File: src/rtl/llc_pkg.sv
// Shared definitions for the LLC rig: gate FSM encoding, default widths and
// the fixed-point scaling used for current words.
package llc_pkg;

  localparam int unsigned CntWDefault = 16;
  localparam int unsigned IwDefault   = 48;
  localparam int unsigned FracQ       = 20;
  localparam longint      FixOne      = longint'(1) << FracQ;

  typedef enum logic [2:0] {
    StIdle,
    StDead1,
    StOn1,
    StDead0,
    StOn0,
    StTrip
  } state_e;

  function automatic logic is_run(state_e s);
    return s inside {StDead1, StOn1, StDead0, StOn0};
  endfunction

endpackage

File: src/rtl/llc_ocp_cmp.sv
// Registered overcurrent comparator: oc = |ir| > ilimit, negative limits clamp to 0.
module llc_ocp_cmp
  import llc_pkg::*;
#(
  parameter int unsigned IW = IwDefault
) (
  input  logic                 Clk,
  input  logic                 reset,
  input  logic signed [IW-1:0] ir,
  input  logic signed [IW-1:0] ilimit,
  output logic                 oc
);

  // One extra bit so that -ilimit never overflows.
  logic signed [IW:0] ir_x;
  logic signed [IW:0] lim_x;
  logic signed [IW:0] lim_neg;

  assign ir_x    = {ir[IW-1], ir};
  assign lim_x   = ilimit[IW-1] ? '0 : {1'b0, ilimit};
  assign lim_neg = -lim_x;

  always_ff @(posedge Clk) begin
    if (reset) begin
      oc <= 1'b0;
    end else begin
      oc <= (ir_x > lim_x) || (ir_x < lim_neg);
    end
  end

endmodule

File: src/rtl/llc_gate_gen.sv
// Half-bridge gate generator: complementary G0/G1 with dead time, soft-start
// sweep of the half-period and a latched overcurrent trip.
module llc_gate_gen
  import llc_pkg::*;
#(
  parameter int unsigned CNT_W   = CntWDefault,
  parameter int unsigned IW      = IwDefault,
  parameter int unsigned SS_STEP = 1
) (
  input  logic                 Clk,
  input  logic                 reset,
  input  logic                 enable,
  input  logic [CNT_W-1:0]     half_period,
  input  logic [CNT_W-1:0]     dead_time,
  input  logic [CNT_W-1:0]     ss_start,
  input  logic signed [IW-1:0] ir,
  input  logic signed [IW-1:0] ilimit,
  input  logic                 trip_clr,
  output logic                 G0,
  output logic                 G1,
  output logic                 running,
  output logic                 tripped,
  output logic [CNT_W-1:0]     cur_half
);

  localparam logic [CNT_W-1:0] SsStep = CNT_W'(SS_STEP);

  state_e           state_q;
  logic [CNT_W-1:0] cnt_q;
  logic [CNT_W-1:0] dt_q;
  logic             oc;

  logic [CNT_W-1:0] hp_eff;
  logic [CNT_W-1:0] entry_half;
  logic [CNT_W-1:0] ch_excess;
  logic [CNT_W-1:0] next_half;
  logic [CNT_W:0]   cnt_inc;
  logic [CNT_W-1:0] cnt_sat;
  logic             half_end;
  logic             dead_done;
  logic             dt_zero;

  llc_ocp_cmp #(
    .IW(IW)
  ) u_ocp (
    .Clk    (Clk),
    .reset  (reset),
    .ir     (ir),
    .ilimit (ilimit),
    .oc     (oc)
  );

  assign hp_eff     = (half_period == '0) ? CNT_W'(1) : half_period;
  assign entry_half = (ss_start > hp_eff) ? ss_start : hp_eff;

  // Soft-start step toward the target, never undershooting it; a larger
  // target is adopted immediately.
  assign ch_excess = cur_half - hp_eff;
  assign next_half = ((cur_half > hp_eff) && (ch_excess > SsStep)) ? cur_half - SsStep : hp_eff;

  assign cnt_inc   = {1'b0, cnt_q} + (CNT_W + 1)'(1);
  assign cnt_sat   = (&cnt_q) ? cnt_q : cnt_inc[CNT_W-1:0];
  assign half_end  = cnt_inc >= {1'b0, cur_half};
  assign dead_done = cnt_inc >= {1'b0, dt_q};
  assign dt_zero   = (dead_time == '0);

  assign running = is_run(state_q);

  // Gates follow the state of the cycle just ended, so every half keeps its
  // exact length and a gate edge never coincides with the other gate's rise.
  always_ff @(posedge Clk) begin
    if (reset) begin
      state_q  <= StIdle;
      cnt_q    <= '0;
      dt_q     <= '0;
      cur_half <= '0;
      tripped  <= 1'b0;
      G0       <= 1'b0;
      G1       <= 1'b0;
    end else if (oc) begin
      state_q <= StTrip;
      tripped <= 1'b1;
      cnt_q   <= '0;
      G0      <= 1'b0;
      G1      <= 1'b0;
    end else if (state_q == StTrip) begin
      G0 <= 1'b0;
      G1 <= 1'b0;
      if (trip_clr && !enable) begin
        state_q <= StIdle;
        tripped <= 1'b0;
      end
    end else if (!enable) begin
      state_q <= StIdle;
      cnt_q   <= '0;
      G0      <= 1'b0;
      G1      <= 1'b0;
    end else if (state_q == StIdle) begin
      cur_half <= entry_half;
      dt_q     <= dead_time;
      cnt_q    <= '0;
      state_q  <= dt_zero ? StOn1 : StDead1;
      G0       <= 1'b0;
      G1       <= 1'b0;
    end else begin
      G1 <= (state_q == StOn1);
      G0 <= (state_q == StOn0);
      if (half_end) begin
        cnt_q <= '0;
        dt_q  <= dead_time;
        unique case (state_q)
          StDead1, StOn1: state_q <= dt_zero ? StOn0 : StDead0;
          StDead0, StOn0: begin
            state_q  <= dt_zero ? StOn1 : StDead1;
            cur_half <= next_half;
          end
          default: state_q <= StIdle;
        endcase
      end else begin
        cnt_q <= cnt_sat;
        unique case (state_q)
          StDead1: if (dead_done) state_q <= StOn1;
          StDead0: if (dead_done) state_q <= StOn0;
          StOn1, StOn0: state_q <= state_q;
          default: state_q <= StIdle;
        endcase
      end
    end
  end

endmodule

File: config.mk
export PLATFORM = sky130hd
export DESIGN_NAME = llc_gate_gen
export DESIGN_NICKNAME = d
export VERILOG_FILES = /design/src/rtl/llc_pkg.sv /design/src/rtl/llc_ocp_cmp.sv /design/src/rtl/llc_gate_gen.sv
export SDC_FILE = /design/constraint.sdc
export NUM_CORES = 1
export LEC_CHECK = 0
export BUFFER_PORTS_ARGS = -buffer_cell sky130_fd_sc_hd__buf_4
export CAP_MARGIN = 20
export CELL_PAD_IN_SITES_DETAIL_PLACEMENT = 0
export CELL_PAD_IN_SITES_GLOBAL_PLACEMENT = 1
export CORE_ASPECT_RATIO = 1.1
export CORE_UTILIZATION = 42
export DETAILED_ROUTE_END_ITERATION = 8
export GPL_TIMING_DRIVEN = 0
export HOLD_SLACK_MARGIN = 0.05
export PLACE_DENSITY_LB_ADDON = 0.1
export REMOVE_ABC_BUFFERS = 1
export SYNTH_ARGS = -nofsm -noshare
export SYNTH_HDL_FRONTEND = slang
export SYNTH_SLANG_ARGS = --single-unit
export TNS_END_PERCENT = 50
File: constraint.sdc
create_clock -name Clk -period 7.4 [get_ports Clk]
set_clock_uncertainty 0.2 [all_clocks]
set_input_delay 1.48 -clock Clk [delete_from_list [all_inputs] [get_ports Clk]]
set_output_delay 1.48 -clock Clk [all_outputs]
set_load 0.01 [all_outputs]
Yosys cells after proc, flatten, opt, wreduce, memory -nomap -nowiden. Index checks and enable logic that the tools add are counted.

$add $sub $neg: 4. Multiply operators: 0. Divide/modulo/power cells: 0. Order comparisons: 7. Equal/unequal tests: 14. Shift operators: 0. Multiplexer cells: 28. Bitwise logic cells: 3. Reduce and logical (&&, ||, !) cells: 24.

Operator list (number): 16-bit 2-to-1 mux (12); 48-bit by 49-bit less-than comparator with 1-bit output (1); 49-bit negation (1); 48-bit > comparator (1); 47-bit 2-to-1 mux (1); 17-bit by 16-bit >= comparator with 1-bit output (2); 16-bit > comparator (2); 16-bit logical NOT (2); 3-bit 2-to-1 mux (9); 16-bit by 1-bit adder with 17-bit output (second input constant) (1); 16-bit by 1-bit > comparator with 1-bit output (second input constant) (1); 16-bit AND reduction (1); 16-bit by 1-bit subtractor with 16-bit output (second input constant) (1); 16-bit subtractor (1); 7-bit by 4-bit inequality test with 1-bit output (second input constant) (2); 6-bit by 4-bit inequality test with 1-bit output (second input constant) (2); 4-bit AND reduction (3); 3-bit case mux with 3 select lines (1); 2-bit nonzero test (4); 2-bit OR reduction (4); 3-bit by 2-bit equality test with 1-bit output (second input constant) (2); 3-bit equality test (second input constant) (2); 6-bit by 5-bit inequality test with 1-bit output (second input constant) (1); 3-bit case mux with 2 select lines (1); 16 further kinds (22).

Register bits after elaboration: 55. Bits in latches: 0. Bits in writable memories: 0. Memory bits (read-only): 0. Input bits: 148. Output and inout bits: 20. Logic and storage cells: 89. Memories kept: 0.

Depth between registers and ports, before layout. Gate-level depths: netlist of run 1.

Depth in word-level cells: 9. Mapped depth: 26. Gate-level depth less buffers: 21.

Modules after synthesis. Synthesis of run 1 repeated with hierarchy kept, for this count alone.

Cell total of the unflattened synthesis: 1192. Area total of the unflattened synthesis: 8877.3 µm².

Modules (own cells, without submodules): llc_gate_gen (instances 1, cells an instance 710, area an instance 5540.3 µm², sequential area each 1081.0 µm²); llc_ocp_cmp (instances 1, cells an instance 482, area an instance 3337.0 µm², sequential area each 20.0 µm²).

Worst setup path after synthesis of run 1. Ideal clock, no wire load.

Path type: in2reg. Start point: in ilimit[47]. End point: reg u_ocp.oc. Data arrival time: 6167 ps. Data required time: 7070 ps. Path slack: 903 ps. Cell stages on the path: 24. Path buffers: 5. Path through: clkbuf_1 -> inv_1 -> clkbuf_1 -> clkbuf_1 -> buf_1 -> buf_1 -> nand2_1 -> ha_1 -> o21ai_1 -> nor4_1 -> nand3_1 -> a21oi_2 -> nand4_1 -> nand2b_4 -> o311ai_0 -> o21ai_1 -> ha_1 -> a21o_1 -> a21o_1 -> a221oi_1 -> o221ai_1 -> nor2_1 -> xor2_1 -> o22ai_1.

Longest elaborated chain between the ends: 4. Elaborated cells on any way between the ends: 5. Classes of those cells: add/sub (1); order compare (2); mux (1); reduce/logical (1).

Ends and longest elaborated chain: start, declared (RTL line llc_gate_gen.sv:17) `input logic signed [IW-1:0] ilimit,`; 47-bit 2-to-1 mux * (RTL line llc_ocp_cmp.sv:20) `assign lim_x = ilimit[IW-1] ? '0 : {1'b0, ilimit};`; 49-bit negation (RTL line llc_ocp_cmp.sv:21) `assign lim_neg = -lim_x;`; 48-bit by 49-bit less-than comparator with 1-bit output (RTL line llc_ocp_cmp.sv:27) `oc <= (ir_x > lim_x) || (ir_x < lim_neg);`; 1-bit logical OR * (RTL line llc_ocp_cmp.sv:27); end signal, assigned (RTL line llc_ocp_cmp.sv:27); end, declared (RTL line llc_ocp_cmp.sv:11) `output logic oc`.

Mark *: on every way between the ends. The rest lies on a longest branch, timed or not. A chain may end at the register's enable or synchronous reset.

Worst setup path after layout of run 1. Same ends and word-level chain as after synthesis.

==> run metrics, run 1 <==
sequential share of the synthesized area=13.0%; global-route wire length before repair=39800 microns; Worst Max-Slew Pin Slew=1.07 ns; clock transition at the registers of the reported paths=0.07 ns; post-CTS setup repair buffer count=0; GP Congestion=0.924; Final Slew Violations=0; Worst slew margin=about 28%; commonest cells in the netlist=ha_1, nor2_1, nand2_1; Core Box Area=19800 sq um; Power per Cell Area=about 140 nW/um^2; Hold Fails Final Rpt=0; Clock Path Buffers=2; Synth area leader=ha_1; Site Rows=54; Num CTS Buffers=5; Post-synth EDFFs=0; Worst R2R End=state_q[2]; HPWL after DPL=between 20000 and 25000 microns; crit-path leading delay family=simple AND/OR/NAND/NOR gates; drt drc=0; Root Buffer=clkbuf_16; worst-skew pair later-pin latency=0.30 ns; initial drt markers=363; Area Growth Syn to Fin=19.0%; worst-case reg-to-reg path depth=16; total iterations of the first detailed-routing run=5; fmax=0.142 GHz; Startpoint Class=primary input; Mapped Avg Cell Area=approximately 7.5 sq um; crit end category=flip-flop; port bufs=around 170; Fill cells=2099; cell leakage power=roughly 4.7 nW; IO Pins=168; YS warnings=0; Mapped Area=8480 sq um; share of the synthesized area in the top cell type=about a quarter; largest cells by area after synthesis=ha_1, dfxtp_1, a21oi_1; most common cell in the netlist=ha_1; worst-path cell chain=buf_4 > inv_2 > buf_12 > nand2_1 > ha_1 > o21ai_1 > nor4_1 > nand3_1 > a21oi_2 > nand4_1 > nand2b_4 > o311ai_0 > o21ai_1 > ha_1 > nand4_1 > nor2_1 > nand3_1 > nor3_1 > o21ai_0 > a311oi_1 > nor2_1 > xor2_1 > o22ai_1; Hold Path Depth=2; DIE AREA=20800 sq um; largest net degree at the start of global routing=40; chip height=151 microns; GRT Util Overall=24.1%; master of the slowest instance on the critical path=nor4_1; H-Tree Depth=2; share of cells above drive strength 1=16.3%; TritonCTS clock tree=built; Resized Gates After CTS=0; status=completed; crit path DAT=7.09 ns; Final Critical Period=7.07 ns; Required @ worst endpoint=around 7.4 ns; Pwr Total=1.37 mW; flop-to-flop setup slack=2.06 ns; HP Class=flip-flop to flip-flop; hold_ws=just under 0.3 ns; Synth async-reset ratio=0%; Vias per Instance=5.60; VDD IR-drop max=roughly 110 uV; Vias=8543; Critical Path Max Stage Delay=approximately 0.8 ns; vias in the first global route=8155; Max-Cap Viols=0; initial antenna violation count=0; Wirelength per Cell=between 15 and 20 microns; die width=~140 microns; Worst Path Buf+Inv=3; post-synthesis sequential element count=55; Initial Util=42.8%; Final Cycle Share=95.5%; min-delay src=dt_q[14]; final WL=25100 microns; RSZ-0062 raised after global routing=false; dominant synthesized flop cell=dfxtp_1; gr ovfl total=0; Hold Path End=dt_q[14]; post-synthesis cell type count=72; Hold Buf Count CTS=0; critical path fanouts, max=33; type of the worst setup path=primary input to flip-flop; antenna fix cells=0; post-route ant nets=0; CTS Sinks=55; # setup viols final=0; R2R Path Start=cnt_q[0]; Post-Synthesis Cells=1129; nets@finish=1583
sequential cells by signal, summed over array words and instances, names as in the netlist:
name / cells
u_ocp.oc: 1
G0: 1
tripped: 1
G1: 1
cur_half: 16
state_q: 3
dt_q: 16
cnt_q: 16
stage by stage:
| step | area [sq um] | utilization [%] | setup slack (ns) | TNS (ns) | cells |
|---|---|---|---|---|---|
| after global routing | 10100 | 51.0 | 0.00753 | 0 | 1525 |
| after CTS | 10100 | 51.0 | 0.268 | 0 | 1525 |
| final | 10100 | 51.0 | 0.335 | 0 | 1525 |
| after floorplan | 8320 | - | 1.48 | 0 | 1094 |
| after detailed placement | 9950 | 50.3 | -0.0447 | -0.0447 | 1517 |
| after global placement | 9890 | 50.0 | -0.672 | -0.672 | 1513 |
kinds of logic (layout without fill, tap and decap cells):
logic type,count (synthesis),after routing,share of synthesized area (%)
DFF,55,55,13.0
buffers and inverters,117,261,5.50
adders and majority gates,163,163,24.1
and+or+nand+nor,398,398,23.6
muxes,34,34,4.04
xor gates and xnor gates,66,66,6.82
AOI/OAI and AO/OA,296,296,23.0
power breakdown:
group          internal (mW)  total (mW)  switching [mW]
clock                  0.126       0.242           0.116
sequential             0.321       0.361          0.0401
combinational          0.344       0.763           0.419
worst reg2reg max path, stage by stage, from the launching register on:
cell and delay (ns):
dfxtp_1 0.46, ha_1 0.25, nand3_2 0.12, or4_1 0.70
nor2_1 0.19, xor2_1 0.35, ha_1 0.33, and4_1 0.21
nand2b_1 0.09, a311oi_1 0.06, nor4_1 0.23, o21ai_2 0.23
nor4_2 0.92, buf_4 0.34, o21a_1 0.25, mux2i_1 0.22
a21oi_1 0.08
how the worst max path moves through the flow:
stage | startpoint | end | cells past startpoint
final | ilimit[47] | u_ocp.oc | 23
after global routing | ilimit[47] | u_ocp.oc | 23
after CTS | ilimit[47] | u_ocp.oc | 23
after detailed placement | ilimit[47] | u_ocp.oc | 23
after global placement | ilimit[47] | u_ocp.oc | 22
after floorplan | ilimit[47] | u_ocp.oc | 19
cell usage in the layout (no fill, tap or decap), types with 45 or more instances in the layout:
| cell | count |
|---|---|
| nand2_1 | 101 |
| buf_4 | 168 |
| a21o_1 | 47 |
| ha_1 | 162 |
| dfxtp_1 | 55 |
| nor2_1 | 106 |
| inv_1 | 81 |
| xnor2_1 | 45 |
| o21ai_0 | 51 |
| a21oi_1 | 82 |
routing by layer:
layer	vias to the layer above	track usage [%]	routed length (microns)
li1	4448	-	-
met1	3890	29.9	11300
met2	181	44.0	12300
met3	24	3.35	1130
met4	0	4.40	325
met5	-	0	0
area by class of cell:
type | instances | area (sq um) | share of cell area (%)
Tap cell | 252 | 315 | 3.12
Clock buffer | 6 | 129 | 1.28
Multi-Input combinational cell | 957 | 6930 | 68.7
Timing Repair Buffer | 171 | 1300 | 12.9
Inverter | 82 | 308 | 3.05
Clock inverter | 2 | 12.5 | 0.124
Sequential cell | 55 | 1100 | 10.9
Note: power is estimated with default switching activity, not from simulation.
==> inputs of run 2 (changes only) <==
- CORE_ASPECT_RATIO: 1.1 -> 1.5
==> run metrics, run 2 (same netlist as run 1, synthesis figures left out) <==
met2 Resource Use GR=49.7%; R2R Path Start=cnt_q[0]; global-route wire length before repair=41800 microns; Core Box Area=19800 sq um; VDD IR-drop max=roughly 98 uV; port bufs=167; Final Critical Period=around 7 ns; status=completed; IO Pins=roughly 170; initial antenna violation count=0; share of cells above drive strength 1=16.4%; commonest non-fill, non-tap cell in the layout=buf_4; flop-to-flop setup slack=2.35 ns; Worst slew margin=approximately 31%; met3 usage=3.42%; chip height=approximately 180 microns; CTS Sinks=55; # setup viols final=0; Wirelength per Cell=17.0 microns; RSZ-0062 raised after global routing=false; antenna fix cells=0; area of the multi-input gates=between 6000 and 7000 sq um; Worst Max-Slew Pin Slew=1.03 ns; Required @ worst endpoint=7.43 ns; GRT busiest layer=met2; hold_ws=roughly 0.3 ns; critical path fanouts, max=33; GRT Util Overall=24.9%; Max-Cap Viols=0; initial drt markers=367; gr ovfl total=0; H-Tree Depth=2; Fill cells=2051; final WL=26100 microns; drt drc=0; Area Growth Syn to Fin=19.4%; Hold Path Depth=2; Vias=~8700; crit end category=flip-flop; GR Layer Usage met1=26.1%; DIE AREA=about 21000 sq um; Vias per Instance=5.67; worst-case reg-to-reg path depth=15; Worst R2R End=state_q[2]; Final Cycle Share=94.3%; vias in the first global route=8698; cell leakage power=around 4.7 nW; worst-skew pair later-pin latency=0.30 ns; type of the worst setup path=primary input to flip-flop; Hold Fails Final Rpt=0; Startpoint Class=primary input; Hold Path End=dt_q[6]; GP Congestion=0.916; final setup TNS=0 ns; Power per Cell Area=135 nW/um^2; crit path DAT=7.00 ns; clock transition at the registers of the reported paths=0.07 ns; Clock Path Buffers=2; sequential cell area=1100 sq um; TritonCTS clock tree=built; Site Rows=63; HPWL after DPL=22100 microns; Root Buffer=clkbuf_16; Num CTS Buffers=5; biggest regs=cnt_q x16, cur_half x16, dt_q x16; most frequent cells in the layout=buf_4, ha_1, nor2_1; Initial Util=42.9%; Final Slew Violations=0; HP Class=flip-flop to flip-flop; post-CTS setup repair buffer count=0; largest net degree at the start of global routing=40; total iterations of the first detailed-routing run=5; nets@finish=1583; post-route ant nets=0; fmax=0.143 GHz; min-delay src=dt_q[6]; die width=between 100 and 150 microns
run 2: metal layers:
| layer | up-vias | part of all wire (%) |
|---|---|---|
| li1 | 4443 | - |
| met1 | 3985 | 39 |
| met2 | 211 | 54 |
| met3 | 48 | 4.0 |
| met4 | 0 | 3.0 |
| met5 | - | 0 |
run 2: worst max-delay path: stages:
cell      delay (ns)
buf_4           0.20
inv_2           0.24
buf_16          0.25
nand2_1         0.10
ha_1            0.21
o21ai_1         0.18
nor4_2          0.63
nand3_1         0.24
a21oi_2         0.27
nand4_1         0.20
nand2b_4        0.23
o311ai_0        0.34
o21ai_1         0.13
ha_1            0.31
nand4_1         0.15
nor2_1          0.21
nand3_1         0.14
nor3_1          0.42
o21ai_0         0.23
a311oi_1        0.42
nor2_1          0.10
xor2_1          0.16
o22ai_1         0.14
run 2: timing repair:
item                       in CTS  in global routing
gates resized for setup         0                  1
setup endpoints to repair       0                  1
hold buffers                    0                  0
run 2: per-stage QoR:
| stage | power, mW | setup WS, ns | area, sq um | std cells | utilization (%) |
|---|---|---|---|---|---|
| 6_report | 1.37 | 0.424 | 10100 | 1533 | 51.2 |
| 5_1_grt | 1.48 | 0.0777 | 10100 | 1533 | 51.2 |
| 4_1_cts | 1.38 | 0.00311 | 10100 | 1533 | 51.2 |
| 3_5_place_dp | 1.13 | -0.292 | 9980 | 1525 | 50.4 |
| 3_3_place_gp | 1.12 | -0.906 | 9900 | 1521 | 50.0 |
| 2_1_floorplan | 0.866 | 1.48 | 8320 | 1094 | - |
run 2: how the worst max path moves through the flow:
stage,startpoint,end,depth (start not counted)
2_1_floorplan,ilimit[47],u_ocp.oc,19
3_3_place_gp,ilimit[47],u_ocp.oc,22
3_5_place_dp,ilimit[47],u_ocp.oc,23
4_1_cts,ilimit[47],u_ocp.oc,23
5_1_grt,ilimit[47],u_ocp.oc,23
6_report,ilimit[47],u_ocp.oc,23
run 2: where the power goes:
group / internal [mW] / leakage, nW / switching [mW]
Combinational: 0.344 / 4.17 / 0.418
Clock: 0.127 / 0.0675 / 0.116
Sequential: 0.321 / 0.448 / 0.0421
Total: 0.793 / 4.69 / 0.576
run 2: final cells by class:
type	instances	area share [%]
clock buffer	6	1.27
clock inverter	2	0.161
inverter	82	3.04
multi-input combinational	957	68.5
sequential	55	10.9
tap	260	3.21
timing repair buffer	171	13.0
